## config.mk

```make
export PLATFORM = sky130hd
export DESIGN_NAME = calc_operand_entry
export DESIGN_NICKNAME = d
export VERILOG_FILES = /design/src/rtl/calc_operand_entry.sv
export SDC_FILE = /design/constraint.sdc
export NUM_CORES = 1
export LEC_CHECK = 0
export ABC_CLOCK_PERIOD_IN_PS = 6900
export BUFFER_PORTS_ARGS = -buffer_cell sky130_fd_sc_hd__buf_2
export CAP_MARGIN = 25
export CORE_MARGIN = 5
export CORE_UTILIZATION = 59
export CTS_CLUSTER_DIAMETER = 80
export DETAILED_ROUTE_END_ITERATION = 10
export PLACE_DENSITY = 0.9
export REMOVE_ABC_BUFFERS = 1
export SLEW_MARGIN = 20
export SYNTH_ARGS = -nofsm -noshare
export SYNTH_HDL_FRONTEND = slang
export SYNTH_SLANG_ARGS = --single-unit
```

## constraint.sdc

```tcl
create_clock -name clock -period 6.9 [get_ports clock]
set_input_delay 1.38 -clock clock [delete_from_list [all_inputs] [get_ports clock]]
set_output_delay 1.38 -clock clock [all_outputs]
set_load 0.005 [all_outputs]
```

## src/rtl/calc_operand_entry.sv

```systemverilog
// Keypad entry stage: assembles two signed packed-BCD operands with decimal-point counts,
// latches the operator and pulses op_valid towards the BCD ALU on '='.
module calc_operand_entry #(
    parameter int MAX_DIGITS = 8,
    parameter int KEY_W      = 5
) (
    input  logic                    clock,
    input  logic                    reset,
    input  logic                    key_valid,
    input  logic [KEY_W-1:0]        key_code,
    output logic                    sgn0,
    output logic [4*MAX_DIGITS-1:0] num0,
    output logic [3:0]              dp0,
    output logic                    sgn1,
    output logic [4*MAX_DIGITS-1:0] num1,
    output logic [3:0]              dp1,
    output logic [2:0]              operation,
    output logic                    op_valid,
    output logic                    disp_sgn,
    output logic [4*MAX_DIGITS-1:0] disp_num,
    output logic [3:0]              disp_dp,
    output logic [1:0]              state_o
);

    localparam int NW = 4 * MAX_DIGITS;
    localparam int CW = $clog2(MAX_DIGITS + 1);

    localparam logic [KEY_W-1:0] K_DOT   = KEY_W'(10);
    localparam logic [KEY_W-1:0] K_NEG   = KEY_W'(11);
    localparam logic [KEY_W-1:0] K_ADD   = KEY_W'(12);
    localparam logic [KEY_W-1:0] K_POW   = KEY_W'(16);
    localparam logic [KEY_W-1:0] K_EQ    = KEY_W'(17);
    localparam logic [KEY_W-1:0] K_CLEAR = KEY_W'(18);

    typedef enum logic [1:0] {
        ENTER_A = 2'd0,
        ENTER_B = 2'd1,
        DONE    = 2'd2
    } state_t;

    // ent records that the operand has received a digit or '.', even a suppressed leading zero.
    typedef struct packed {
        logic          sgn;
        logic [NW-1:0] num;
        logic [3:0]    dp;
        logic [CW-1:0] cnt;
        logic          dot;
        logic          ent;
    } operand_t;

    state_t     state_q, state_d;
    operand_t   opa_q, opa_d;
    operand_t   opb_q, opb_d;
    logic [2:0] oper_q, oper_d;
    logic       pulse_q, pulse_d;

    logic       is_digit, is_op;
    logic [3:0] digit;

    assign is_digit = (key_code < K_DOT);
    assign is_op    = (key_code >= K_ADD) && (key_code <= K_POW);
    assign digit    = key_code[3:0];

    function automatic operand_t apply_digit(input operand_t o, input logic [3:0] d);
        operand_t r;
        r = o;
        if (o.cnt == CW'(MAX_DIGITS)) begin
            r = o;
        end else if ((d == 4'd0) && (o.cnt == '0) && !o.dot) begin
            r.ent = 1'b1;
        end else begin
            r.num = {o.num[NW-5:0], d};
            r.cnt = o.cnt + CW'(1);
            r.ent = 1'b1;
            if (o.dot) r.dp = o.dp + 4'd1;
        end
        return r;
    endfunction

    function automatic operand_t apply_dot(input operand_t o);
        operand_t r;
        r = o;
        if (!o.dot) begin
            r.dot = 1'b1;
            r.ent = 1'b1;
        end
        return r;
    endfunction

    // State, operand, operator and pulse registers.
    always_ff @(posedge clock or posedge reset) begin
        if (reset) begin
            state_q <= ENTER_A;
            opa_q   <= '0;
            opb_q   <= '0;
            oper_q  <= '0;
            pulse_q <= 1'b0;
        end else begin
            // NOTE: non-blocking assignments so every register samples pre-edge values.
            state_q <= state_d;
            opa_q   <= opa_d;
            opb_q   <= opb_d;
            oper_q  <= oper_d;
            pulse_q <= pulse_d;
        end
    end

    // Next-state logic for the FSM and the operand datapath it steers.
    always_comb begin
        // NOTE: hold-by-default assignments keep this block free of inferred latches.
        state_d = state_q;
        opa_d   = opa_q;
        opb_d   = opb_q;
        oper_d  = oper_q;
        pulse_d = 1'b0;
        if (key_valid) begin
            if (key_code == K_CLEAR) begin
                state_d = ENTER_A;
                opa_d   = '0;
                opb_d   = '0;
                oper_d  = '0;
            end else begin
                unique case (state_q)
                    ENTER_A: begin
                        if (is_digit) begin
                            opa_d = apply_digit(opa_q, digit);
                        end else if (key_code == K_DOT) begin
                            opa_d = apply_dot(opa_q);
                        end else if (key_code == K_NEG) begin
                            opa_d.sgn = ~opa_q.sgn;
                        end else if (is_op && opa_q.ent) begin
                            oper_d  = 3'(key_code - K_ADD);
                            state_d = ENTER_B;
                        end
                    end
                    ENTER_B: begin
                        if (is_digit) begin
                            opb_d = apply_digit(opb_q, digit);
                        end else if (key_code == K_DOT) begin
                            opb_d = apply_dot(opb_q);
                        end else if (key_code == K_NEG) begin
                            opb_d.sgn = ~opb_q.sgn;
                        end else if (is_op && !opb_q.ent) begin
                            oper_d = 3'(key_code - K_ADD);
                        end else if ((key_code == K_EQ) && opb_q.ent) begin
                            pulse_d = 1'b1;
                            state_d = DONE;
                        end
                    end
                    DONE: begin
                        // A fresh number starts a new calculation on the same edge.
                        if (is_digit) begin
                            opa_d   = apply_digit('0, digit);
                            opb_d   = '0;
                            state_d = ENTER_A;
                        end else if (key_code == K_DOT) begin
                            opa_d   = apply_dot('0);
                            opb_d   = '0;
                            state_d = ENTER_A;
                        end
                    end
                    default: begin
                        state_d = ENTER_A;
                    end
                endcase
            end
        end
    end

    // Output decode: ALU-facing operand set and the display mux.
    always_comb begin
        sgn0      = opa_q.sgn;
        num0      = opa_q.num;
        dp0       = opa_q.dp;
        sgn1      = opb_q.sgn;
        num1      = opb_q.num;
        dp1       = opb_q.dp;
        operation = oper_q;
        op_valid  = pulse_q;
        state_o   = state_q;
        if (state_q == ENTER_A) begin
            disp_sgn = opa_q.sgn;
            disp_num = opa_q.num;
            disp_dp  = opa_q.dp;
        end else begin
            disp_sgn = opb_q.sgn;
            disp_num = opb_q.num;
            disp_dp  = opb_q.dp;
        end
    end

endmodule

```

# After elaboration in Yosys (flattened, before gate mapping)
# Index checks and enable logic that the tools add are counted.
# op_classes
muxes,62
n_eq_ne,37
n_bitwise,2
n_reduce_logical,30
order_cmp,3
n_addsub,5
# ops
op,count
43-bit 2-to-1 mux,8
43-bit case mux with 2 select lines,2
40-bit 2-to-1 mux,4
3-bit inequality test (second input constant),22
6-bit AND reduction,6
32-bit 2-to-1 mux,1
2-bit 2-to-1 mux,14
4-bit inequality test (second input constant),7
3-bit 2-to-1 mux,9
1-bit 2-to-1 mux,18
4-bit by 1-bit adder with 4-bit output (second input constant),4
4-bit 2-to-1 mux,4
7-bit AND reduction,2
4-bit logical NOT,3
11-bit AND reduction,1
5-bit by 4-bit == test with 1-bit output (second input constant),2
5-bit == test (second input constant),2
10-bit AND reduction,1
5-bit AND reduction,2
3-bit nonzero test,3
4-bit == test (second input constant),2
1-bit logical AND,8
2-bit case mux with 3 select lines,1
3-bit case mux with 2 select lines,1
other kinds (9),12
# word_totals
output_inout_bits,117
ff_bits,92
in_bits,8

# Depth between registers and ports, before layout
# depth
ltp_word,10
depth_mapped,11

# Worst setup path before layout
# OpenSTA, ideal clock, no wires.
# synth_path
path_kind,input port to flip-flop
startpoint,input port key_code[4]
endpoint,register opa_q[2] in the netlist's numbering
setup_time_ns,0.104
required_time_ns,6.796
setup_slack_ns,3.583
path_stages,10
arrival_time_ns,3.214
path_cell_list,buf_6 or3b_1 buf_2 or2_0 buf_2 a32o_1 buf_6 or2_1 buf_6 o41ai_2
# synth_between
elab_chain_cells,4
word_cells_on_any_way,12
# synth_lines
element,line,text
"start, declared",10,"input logic [KEY_W-1:0] key_code,"
5-bit by 4-bit < comparator with 1-bit output,60,assign is_digit = (key_code < K_DOT);
43-bit 2-to-1 mux,152,if (is_digit) begin
43-bit case mux with 2 select lines,123,unique case (state_q)
43-bit 2-to-1 mux,117,if (key_code == K_CLEAR) begin
"end signal, assigned",101,opa_q <= opa_d;
"end, declared",52,"operand_t opa_q, opa_d;"
# Parallel ways exist; a longest one is shown, timed or not.
# A chain may end at the register's enable or synchronous reset.

# Worst setup path in the final report
# layout_path
startpoint,"register state_q[0], in the netlist state_o[0]"
endpoint,output port disp_num[6]
# layout_between
elab_chain_cells,2
# layout_lines
element,line,text
"start, declared",51,"state_t state_q, state_d;"
"start signal, assigned",100,state_q <= state_d;
2-bit logical NOT,181,if (state_q == ENTER_A) begin
32-bit 2-to-1 mux,181,
"end, declared",20,"output logic [4*MAX_DIGITS-1:0] disp_num,"
# Every way passes these cells.

==> flow_metrics.py <==
metrics = {
    "power": {
        "power.density_nw_per_um2": 235,
        "finalPower_mw": 1.36,
        "irDropWorstVdd_mv": 0.155,
        "p_leak_nw": 2.79,
    },
    "route": {
        "dr.pass1.iters": 6,
        "wl_met2_mm": 6.52,
        "wirelength_mm": 13.5,
        "met1Wirelength_mm": 5.89,
        "vias": 4636,
        "detail_route.iter0.violations": 413,
        "routedWlPerCell_um": 18.0,
        "top_layer_used": "met4",
        "drc_errors": 0,
        "via_per_inst": 6.19,
        "ant_nets": 0,
        "wl_met3_um": 860,
    },
    "synthesis": {
        "synth_adder_area_share": 0.0136,
        "syn_area_um2": 5520,
        "yosys.area.top_type": "dfrtp_1",
        "syn_area_per_cell_um2": 9.11,
        "synthArstFlopShare": 1.00,
        "synth_top_cell_area_share": 0.417,
        "yosys-top-cells-area": "dfrtp_1 (42%), buf_4 (9.8%), o21ai_0 (7.4%), mux2_2 (5.7%), nand2_1 (4.6%)",
        "synth_top_family_by_area": "compound AO/OA/AOI/OAI gates",
        "syn_inst": 606,
        "synth_compound_area_frac": 0.209,
        "ys_seq_area_frac": 0.417,
        "synthFlopType": "dfrtp_1",
        "synthSimpleGateAreaFrac": 0.120,
        "synth-edff-count": 0,
        "synth-seq-cells": 92,
        "synth_warnings": 0,
        "yosysUniqueCellTypes": 61,
        "synth.mux.area_fraction": 0.0825,
        "synth_xor_area_frac": 0.00159,
    },
    "die": {
        "io_pins": 125,
        "rows": 35,
        "die_y_um": 107,
        "die_area_um2": 11400,
        "die_w_um": 107,
        "start_util": 0.600,
        "fp.coreArea_um2": 9200,
    },
    "cts": {
        "clkTransAtPathRegs_ns": 0.10,
        "clockBufferDepth": 2,
        "postCtsHoldBufs": 0,
        "cts-root-buf": "clkbuf_8",
        "clock_latency_ns": 0.37,
        "cts.sink_count": 92,
        "cts_tree": "built",
        "cts_setup_buffers": 0,
        "post_cts_resized": 0,
        "cts_buffers": 9,
        "cts_htree_levels": 3,
    },
    "flow_run": {
        "drv_cap": 0,
    },
    "sta": {
        "rsz0062_at_grt": "no",
        "max-slew-margin-rel": 0.474,
        "min_period_ns": 3.78,
        "worst_slew_pin_slew_ns": 0.789,
        "maxSlewViolCount": 0,
        "period_share": 0.548,
        "hold_violations": 0,
        "setup_viol": 0,
        "skew_ns": 0.0122,
        "fmax_mhz": 264,
        "fin_setup_tns_ns": 0,
    },
    "place": {
        "hpwl_mm": 9.26,
        "routabilityCongestion": 0.921,
        "io_buffers": 124,
    },
    "critical_path": {
        "arrival_ns": 2.40,
        "path_buf_inv": 2,
        "cp-end-kind": "output port",
        "critical_path_class": "reg -> out",
        "crit_path_top_delay_cell": "dfrtp_1",
        "cp_data_required_time_ns": 5.52,
        "crit_path_max_incr_delay_ns": 0.59,
        "path_delay_family": "buffers and inverters",
        "path_max_fanout": 42,
        "start_kind": "flop",
        "path_cells": "nor2_4, buf_4, mux2_2, buf_2",
        "rrSetupSlack_ns": 4.05,
    },
    "grt": {
        "track_usage": 0.239,
        "grt_pass1_wl_mm": 22.2,
        "grt_pass1_vias": 4272,
        "antenna_found_initial": 0,
        "overflow": 0,
        "grt_max_degree": 65,
    },
    "min_path": {
        "hp-class": "reg -> reg",
    },
    "cells_and_area": {
        "fin_nets": 647,
        "drive_above_1_share": 0.296,
        "syn2layout_area_growth_pct": 5.10,
        "diodes": 0,
    },
    "run_status": {
        "status": "finished clean",
    },
}
[cells in the final DEF (no fill, tap or decap), types with 4 or more instances in the layout]
cell and instances:
buf_4 9, ha_1 6, nand2b_1 4, o21ai_0 82, inv_1 25, nand4_1 4, o41ai_1 15, nor2_1 14
mux2i_1 14, o31ai_1 14, clkbuf_8 9, nand3_1 13, o21ai_1 30, nor3_1 5, or4_1 4, nand2_1 67
nor2b_1 4, buf_2 124, dfrtp_1 92, a21oi_1 4, a32o_1 4, mux2_2 28
[final cells by class]
type	count	area [um2]
clock buffers	9	124
clock inverters	7	60.1
fillers	766	3400
inverters	27	103
multi-input cells	369	2370
flip-flops and latches	92	2300
well taps	111	139
repair buffers	134	699
[kinds of logic after synthesis]
family	count (synthesis)
compound gates	182
buf+inv	145
simple gates	138
flops	92
mux	42
fa+ha+maj	6
xor+xnor	1
[where the power goes]
part           leakage [nW]  internal [mW]  switching [mW]
Combinational          1.45          0.151           0.187
Clock                0.0932          0.137           0.210
Sequential             1.25          0.604          0.0745
Total                  2.79          0.892           0.472
[registers in the layout, indices dropped and copies added, names as in the netlist]
signal / flops
dp0: 4
dp1: 4
num0: 32
num1: 32
op_valid: 1
opa_q: 6
opb_q: 6
operation: 3
sgn0: 1
sgn1: 1
state_o: 2
[synth_stat cells, types with 2 or more instances]
library cell  count
mux2_2           28
nand2_1          67
buf_4            72
buf_2             4
o21ai_0          82
nor2_2            2
or4_1             4
nor3_1            5
and3_1            2
o21ai_1          30
or2_2             2
o211ai_1          2
a21oi_1           4
o31ai_1          14
o41ai_1          15
nand3_1          13
nand4_1           4
dfrtp_1          92
buf_6             6
a41o_1            2
a211o_1           2
inv_1            26
nor4_1            3
mux2i_1          14
o21bai_1          2
nor2_1           16
a32o_1            4
o21a_1            3
o41ai_2           3
clkbuf_1         32
buf_1             4
a31oi_1           3
a22o_1            2
nand2b_1          4
nor2b_1           4
nand3b_1          3
ha_1              6
o31a_1            2
[routing by layer]
layer,up-vias,GRT usage
met3,24,0.0283
met2,184,0.386
met1,2288,0.336
met5,-,0
li1,2140,-
met4,0,0.0767
[path summary, 6_finish.rpt]
path                                     end         start  cells past startpoint
min in group asynchronous           num1[16]         reset                      2
max in group asynchronous           num1[30]         reset                      3
worst max-delay path             disp_num[6]    state_o[0]                      4
worst min register to register  operation[0]  operation[0]                      1
worst max register to register      num0[23]    state_o[1]                      7
worst min-delay path            operation[0]  operation[0]                      1
[per-stage QoR]
stage / util / std cells / area [um2] / setup slack [ns] / hold WS [ns]
2_1_floorplan: - / 488 / 4750 / 1.26 / 0.485
3_3_place_gp: 0.609 / 732 / 5600 / 2.74 / 0.474
3_5_place_dp: 0.609 / 732 / 5600 / 2.66 / 0.484
4_1_cts: 0.629 / 748 / 5790 / 3.05 / 0.507
5_1_grt: 0.631 / 749 / 5800 / 2.98 / 0.526
6_report: 0.631 / 749 / 5800 / 3.12 / 0.510
Note: power is estimated with default switching activity, not from simulation.
